`config.mk`:
```
export PLATFORM = sky130hd
export DESIGN_NAME = dmem_arbiter
export DESIGN_NICKNAME = d
export VERILOG_FILES = /design/src/rtl/dmem_pkg.sv /design/src/rtl/dmem_arb_select.sv /design/src/rtl/dmem_arbiter.sv
export SDC_FILE = /design/constraint.sdc
export NUM_CORES = 1
export LEC_CHECK = 0
export ABC_AREA = 1
export CAP_MARGIN = 20
export CORE_ASPECT_RATIO = 1.75
export CORE_UTILIZATION = 38
export CTS_CLUSTER_SIZE = 30
export DETAILED_ROUTE_END_ITERATION = 7
export PLACE_DENSITY = 0.82
export SETUP_SLACK_MARGIN = 0.4
export SLEW_MARGIN = 20
export SYNTH_ARGS = -nofsm -noshare
export SYNTH_HDL_FRONTEND = slang
export SYNTH_HIERARCHICAL = 1
export SYNTH_SLANG_ARGS = --single-unit
export TNS_END_PERCENT = 30
```
`constraint.sdc`:
```
create_clock -name clock -period 2 [get_ports clock]
set_input_delay 0.2 -clock clock [delete_from_list [all_inputs] [get_ports clock]]
set_output_delay 0.2 -clock clock [all_outputs]
set_load 0.005 [all_outputs]
```
`src/rtl/dmem_pkg.sv`:
```
// Shared definitions for the two-port data-memory arbiter: FSM state encodings and requester IDs.
package dmem_pkg;

  typedef enum logic [1:0] {
    ST_IDLE   = 2'd0,
    ST_ACCESS = 2'd1,
    ST_DONE   = 2'd2
  } state_t;

  localparam logic PORT_CPU = 1'b0;
  localparam logic PORT_DBG = 1'b1;

endpackage

```
`src/rtl/dmem_arb_select.sv`:
```
// Combinational winner pick between the CPU and debug requesters.
// DMEM_ARB_RR_EN selects round-robin on ties; otherwise the CPU port has fixed priority.
module dmem_arb_select
  import dmem_pkg::*;
(
  input  logic req0,
  input  logic req1,
`ifdef DMEM_ARB_RR_EN
  input  logic last_winner,
`endif
  output logic grant_valid,
  output logic winner
);

  always_comb begin
    grant_valid = req0 | req1;
`ifdef DMEM_ARB_RR_EN
    // On a tie, the port that did not win last time goes next.
    if (req0 && req1) winner = ~last_winner;
    else              winner = req0 ? PORT_CPU : PORT_DBG;
`else
    winner = req0 ? PORT_CPU : PORT_DBG;
`endif
  end

endmodule

```
`src/rtl/dmem_arbiter.sv`:
```
// Shares a single-port data memory between a CPU port and a debug/DMA port, one access per 3 cycles.
// Define DMEM_ARB_RR_EN for round-robin tie breaking; the default build uses fixed CPU priority.
module dmem_arbiter
  import dmem_pkg::*;
#(
  parameter int ADDR_W = 8,
  parameter int DATA_W = 16
) (
  input  logic              clock,
  input  logic              reset_n,
  input  logic              req0,
  input  logic              req1,
  input  logic              we0,
  input  logic              we1,
  input  logic [ADDR_W-1:0] addr0,
  input  logic [ADDR_W-1:0] addr1,
  input  logic [DATA_W-1:0] wdata0,
  input  logic [DATA_W-1:0] wdata1,
  output logic              ack0,
  output logic              ack1,
  output logic [DATA_W-1:0] rdata,
  output logic              d_we,
  output logic [ADDR_W-1:0] d_addr,
  output logic [DATA_W-1:0] d_datain,
  input  logic [DATA_W-1:0] d_dataout
);

  state_t state, state_next;
  logic   owner;
  logic   op_we;
  logic   grant_valid;
  logic   winner;

`ifdef DMEM_ARB_RR_EN
  logic   last_winner;
`endif

  dmem_arb_select u_select (
    .req0        (req0),
    .req1        (req1),
`ifdef DMEM_ARB_RR_EN
    .last_winner (last_winner),
`endif
    .grant_valid (grant_valid),
    .winner      (winner)
  );

  // NOTE: every register here uses <= so all of them see pre-edge values of state and inputs.
  always_ff @(posedge clock) begin
    if (!reset_n) begin
      state    <= ST_IDLE;
      d_we     <= 1'b0;
      d_addr   <= '0;
      d_datain <= '0;
      owner    <= PORT_CPU;
      op_we    <= 1'b0;
`ifdef DMEM_ARB_RR_EN
      last_winner <= PORT_DBG;
`endif
    end else begin
      state <= state_next;
      case (state)
        ST_IDLE: begin
          if (grant_valid) begin
            d_addr   <= (winner == PORT_DBG) ? addr1  : addr0;
            d_datain <= (winner == PORT_DBG) ? wdata1 : wdata0;
            d_we     <= (winner == PORT_DBG) ? we1    : we0;
            op_we    <= (winner == PORT_DBG) ? we1    : we0;
            owner    <= winner;
`ifdef DMEM_ARB_RR_EN
            last_winner <= winner;
`endif
          end else begin
            d_we <= 1'b0;
          end
        end
        // The memory commits the write at the end of ACCESS, so the strobe lasts one cycle.
        default: d_we <= 1'b0;
      endcase
    end
  end

  // NOTE: outputs get defaults before the case so no path leaves them unassigned (no latches).
  always_comb begin
    state_next = ST_IDLE;
    ack0       = 1'b0;
    ack1       = 1'b0;
    rdata      = '0;
    case (state)
      ST_IDLE:   state_next = grant_valid ? ST_ACCESS : ST_IDLE;
      ST_ACCESS: state_next = ST_DONE;
      ST_DONE: begin
        state_next = ST_IDLE;
        ack0       = (owner == PORT_CPU);
        ack1       = (owner == PORT_DBG);
        // Read data registered by the memory at the end of ACCESS is passed straight through.
        if (!op_we) rdata = d_dataout;
      end
      default:   state_next = ST_IDLE;
    endcase
  end

endmodule

```
**After elaboration in Yosys (flattened, before gate mapping)**

Cells that the tools add are included.

- $add $sub $neg: 0
- Multipliers: 0
- Divide/modulo/power cells: 0
- $lt $le $gt $ge: 0
- Equality and inequality tests: 2
- Shift-type cells: 0
- Multiplexer cells: 10
- Bitwise gates (word level): 2
- Reductions and logical operators: 3

Operators with widths:

| operator | count |
|---|---|
| $mux 16 | 3 |
| $mux 8 | 1 |
| $mux 1 | 5 |
| $pmux 2 s2 | 1 |
| $reduce_and 3->1 | 1 |
| $eq 2x1->1 const B | 1 |
| $eq 2x2->1 const B | 1 |
| $logic_not 2->1 | 1 |
| $reduce_and 2->1 | 1 |
| $not 1->1 | 1 |
| $or 1x1->1 | 1 |

- Bits in registers: 29
- Bits in latches: 0
- RAM bits: 0
- Bits in read-only memories: 0
- Memories kept: 0

**Longest topological paths before layout**

- Depth after elaboration: 3
- Gate-level depth with buffers: 8
- Depth with buffers taken out: 6

**By module**

The synthesis kept the hierarchy.

By module, submodules not included:

| module | instances | cells each | area an instance (sq um) |
|---|---|---|---|
| dmem_arbiter | 1 | 293 | 1,644.1 |
| dmem_arb_select | 1 | 3 | 13.8 |

**Worst setup path before layout**

Ideal clock, no wire load.

- Path kind: register to output
- Start: register op_we
- End: output rdata[10]
- Arrival: 0.887 ns
- Data required time: 1.800 ns
- Slack: 0.913 ns
- Cell stages (with the launch flop): 5
- Cells stage by stage: dfxtp_1 -> inv_1 -> clkbuf_1 -> nand2_1 -> nor2_1

- Word-level cells in the longest chain between the ends: 2

Ends and longest elaborated chain:

| what | line | text |
|---|---|---|
| start, declared | dmem_arbiter.sv:30 | `logic op_we;` |
| start signal, assigned | dmem_arbiter.sv:68 | `op_we <= (winner == PORT_DBG) ? we1 : we0;` |
| $mux 16 | dmem_arbiter.sv:97 | `if (!op_we) rdata = d_dataout;` |
| $mux 16 | dmem_arbiter.sv:89 | `case (state)` |
| end, declared | dmem_arbiter.sv:21 | `output logic [DATA_W-1:0] rdata,` |

No other way between the ends.

**Final worst setup path**

- Start: register state[1]
- End: output rdata[8]

- Word-level cells in the longest chain between the ends: 2

Ends and longest elaborated chain:

| what | line | text |
|---|---|---|
| start, declared | dmem_arbiter.sv:28 | `state_t state, state_next;` |
| start signal, assigned | dmem_arbiter.sv:61 | `state <= state_next;` |
| $eq 2x2->1 | dmem_arbiter.sv:89 |  |
| $mux 16 | dmem_arbiter.sv:89 |  |

No other way between the ends.

==> summary.md <==
Data on the critical path is required at its endpoint by 1.80 ns. The total count of max-transition violations in the final report came out at 0. The number of nets in the synthesized netlist is 366. The utilization of the core after routing was 69.2%; the total die area was 4640 um^2. Summed over all nets, wire length on met3 after detailed routing comes to 296 um. For the number of detailed-routing iterations run before antenna repair, the log shows 4. Summing every instance area after synthesis gives 1660 um^2. The family of cells with the greatest summed delay on the critical path is buffers and inverters. For the sum of negative setup slack, the log shows 0 ns.

The initial antenna violation count is 0. For the part of the total power dissipated in combinational logic, the log shows 32.1%. The prevailing post-synth register cell was sky130_fd_sc_hd__dfxtp_1. For the worst flop-to-flop path, the logic depth is 5. In the synthesized netlist the async set-or-reset flop fraction comes to 0%. The analysis attributes to net switching a power of 0.467 mW. Number of buffers inserted by post-CTS setup repair: 0. The run gives 113 as the count of boundary I/O pins. The setup path with the least slack is of type flop to output pin.

Relative to the synthesized area, the layout overhead comes to 73.2%. By count the netlist is led by 143 x sky130_fd_sc_hd__nand2_1, 69 x sky130_fd_sc_hd__nor2_1, 30 x sky130_fd_sc_hd__inv_1. In the routed layout, each cell is associated on average with a via count of 4.38.

Of the total power, registers draw 39.8%. The critical path crosses 5 cells after its start point. The height of the die came out at 89.4 um. The fraction of layout instances using a drive strength above 1 is 4.48%, and the instance count along the most critical hold path is 1. Number of DRC markers after the initial detailed-route iteration: 31.

Routability-driven placement finished with a final weighted congestion of 0.754. The final setup violation count is 0. The distinct cell type count after synthesis was 15. Timing would allow up to 581 MHz. Walking the worst path, the cells encountered are inv_1 > nor2_2 > inv_4 > nor2_1 > clkdlybuf4s50_1. Across every metal layer, demand over resource in global routing totals 19.7%.

For this run, the register share of the synthesized area comes to 35.0%. The routed wire length on met2 is 2600 um. The via count of the first global-routing pass came out at 1650. The antenna diode instance count is 0. Net switching is 27.6% of the power. For this run, the number of Yosys warnings is 6. The routed layout has 1975 vias.

The run finished with clean final reports. Internal power comes to 1.23 mW. The floorplan step set the die width to 51.9 um. The first global-routing pass estimated 6890 um of wire. The run gives 0 as the DRC violation count after routing. The synthesized design contains 0 enable-type register cells. The library cell used as clock root buffer was sky130_fd_sc_hd__clkbuf_8. The run gives 5 as the total clock buffers created by CTS.

The clock tree synthesis step divided the H-tree into 2 levels. After floorplanning, the core was divided into 31 placement rows. The final global-route overflow total was 0. Dividing the synthesized area by the synthesized cell count gives 5.60 um^2.

The largest single stage delay on the critical path is 0.52 ns. Final period demand of the worst path: 1.72 ns. Summed over all layers, the routed wires come to 4670 um. The run gives 0.000472 V as the worst ir drop on vdd. Dividing the detail-routed wire length by the instance count gives 10.4 um. In this run, post-CTS hold repair placed 0 buffers. Once detail routing completed, the nets flagged for antenna violations numbered 0.

The number of standard cells after synthesis came out at 296. The uppermost metal layer occupied by signal nets is met4. Hold is met by 0.438 ns. The share of power burned in the clock network came out at 28.1%.

The run gives 472 as the layout net count. The top cell type by area accounts for 35.0% of the synthesized area. The worst hold path class was flop to flop. The design draws 1.69 mW.

The largest total area in the synthesized netlist belongs to sky130_fd_sc_hd__dfxtp_1. The effective utilization at floorplan was 39.9%; the number of max-capacitance violations reported was 0. For the final hold violation count, the log shows 0. STA classifies the critical path startpoint as a flop.

Post-place setup slack: 0.407 ns. The number of clock sinks came out at 29. The area inside the core boundary was 4150 um^2; the met1 layer wirelength in the final routing was 1690 um. The run gives 0.27 ns as the source-to-sink clock delay at the later pin of the worst-skew pair.

The worst setup path is captured at an output pin. In this run the static leakage power is 1.47 nW. In this run the deepest clock path goes through 2 buffers. Clock-pin slew was measured on the worst setup and hold paths at 0.06 ns.

Entering global routing, the biggest net connects 51 pins. TritonCTS built the clock tree. Headroom to the max-slew limit came out at 67.3%. The largest driver fanout on the critical path is 18, and the number of placed cells counting well taps is 444. The run gives 451 as the non-filler instance count after layout. Ranked by total cell area, the synthesized netlist is headed by sky130_fd_sc_hd__dfxtp_1 35%, sky130_fd_sc_hd__nand2_1 32%, sky130_fd_sc_hd__nor2_1 16%.

Together, buffers and inverters on the worst path number 3. After detailed placement, the total cell area comes to 2770 um^2. In the post-route analysis, the smallest setup slack over all paths is 0.280 ns. The final period utilization was 86.0%; the final cell area excluding filler cells was 2870 um^2. The sum of net half-perimeters after detailed placement was 3520 um. For the pin with the worst max-slew slack, the measured transition is 0.490 ns.

The number of port buffers came out at 112. The data arrival time of the critical path is 1.52 ns. Most instantiated library cell after synthesis: sky130_fd_sc_hd__nand2_1.

The number of register bits inferred by synthesis was 29. Among all stages on the critical path, the largest delay is contributed by sky130_fd_sc_hd__clkdlybuf4s50_1. For the final database, setup skew stands at 0.00694 ns. Setup repair after global routing could not meet its margin everywhere. Power spread over the standard cell area amounts to 590 nW/um^2.
## cells in the final DEF, fill, tap and decap left out, types with 2 or more instances in the layout
cell	n
sky130_fd_sc_hd__nand2_1	143
sky130_fd_sc_hd__dfxtp_1	28
sky130_fd_sc_hd__clkdlybuf4s50_1	109
sky130_fd_sc_hd__inv_1	29
sky130_fd_sc_hd__nand3_1	2
sky130_fd_sc_hd__nor2_1	68
sky130_fd_sc_hd__dlymetal6s2s_1	3
sky130_fd_sc_hd__inv_4	2
sky130_fd_sc_hd__clkbuf_8	6
sky130_fd_sc_hd__nor2_4	2
## layer usage
| layer | up-vias | track usage (%) |
|---|---|---|
| met5 | - | 0 |
| met4 | 0 | 9.09 |
| met3 | 6 | 3.57 |
| met2 | 72 | 38.3 |
| met1 | 841 | 19.2 |
| li1 | 1056 | - |
## worst paths after layout
check	startpoint	endpoint	slack [ns]
max	state[1]	rdata[8]	0.28
min	state[1]	state[1]	0.44
max reg2reg	state[0]	d_datain[0]	0.80
min reg2reg	state[1]	state[1]	0.44
## flip-flops by register name, summed over array words and instances (netlist names)
signal    cells
d_addr        8
d_datain     16
d_we          1
op_we         1
owner         1
state         2
## final cells by class
type,instances,area (um^2)
fill,370,1280
timing repair buffer,114,1160
multi-input combinational,219,853
sequential,29,582
inverter,33,133
clock buffer,7,86.3
tap,49,61.3
## cells by family (layout without fill, tap and decap cells)
logic type             Yosys count  in the layout  share of synthesized area (%)
flip-flops                      29             29                           35.0
buffers and inverters           48            154                           13.7
AO/OA/AOI/OAI                    1              1                          0.302
AND/OR/NAND/NOR                218            218                           51.0
## timing repair
action	4_1_cts	5_1_grt
gates cloned	0	0
setup endpoints to repair	18	18
pin swaps	0	0
gates resized for setup	1	6
## power by group through the flow
| stage | Clock (mW) | Sequential (mW) | Combinational, mW |
|---|---|---|---|
| floorplan | 0 | 0.690 | 0.256 |
| global placement | 0 | 0.684 | 0.539 |
| detailed placement | 0 | 0.686 | 0.547 |
| CTS | 0.490 | 0.675 | 0.551 |
| global route | 0.513 | 0.684 | 0.605 |
| finish | 0.476 | 0.675 | 0.544 |
Note: power is estimated with default switching activity, not from simulation.
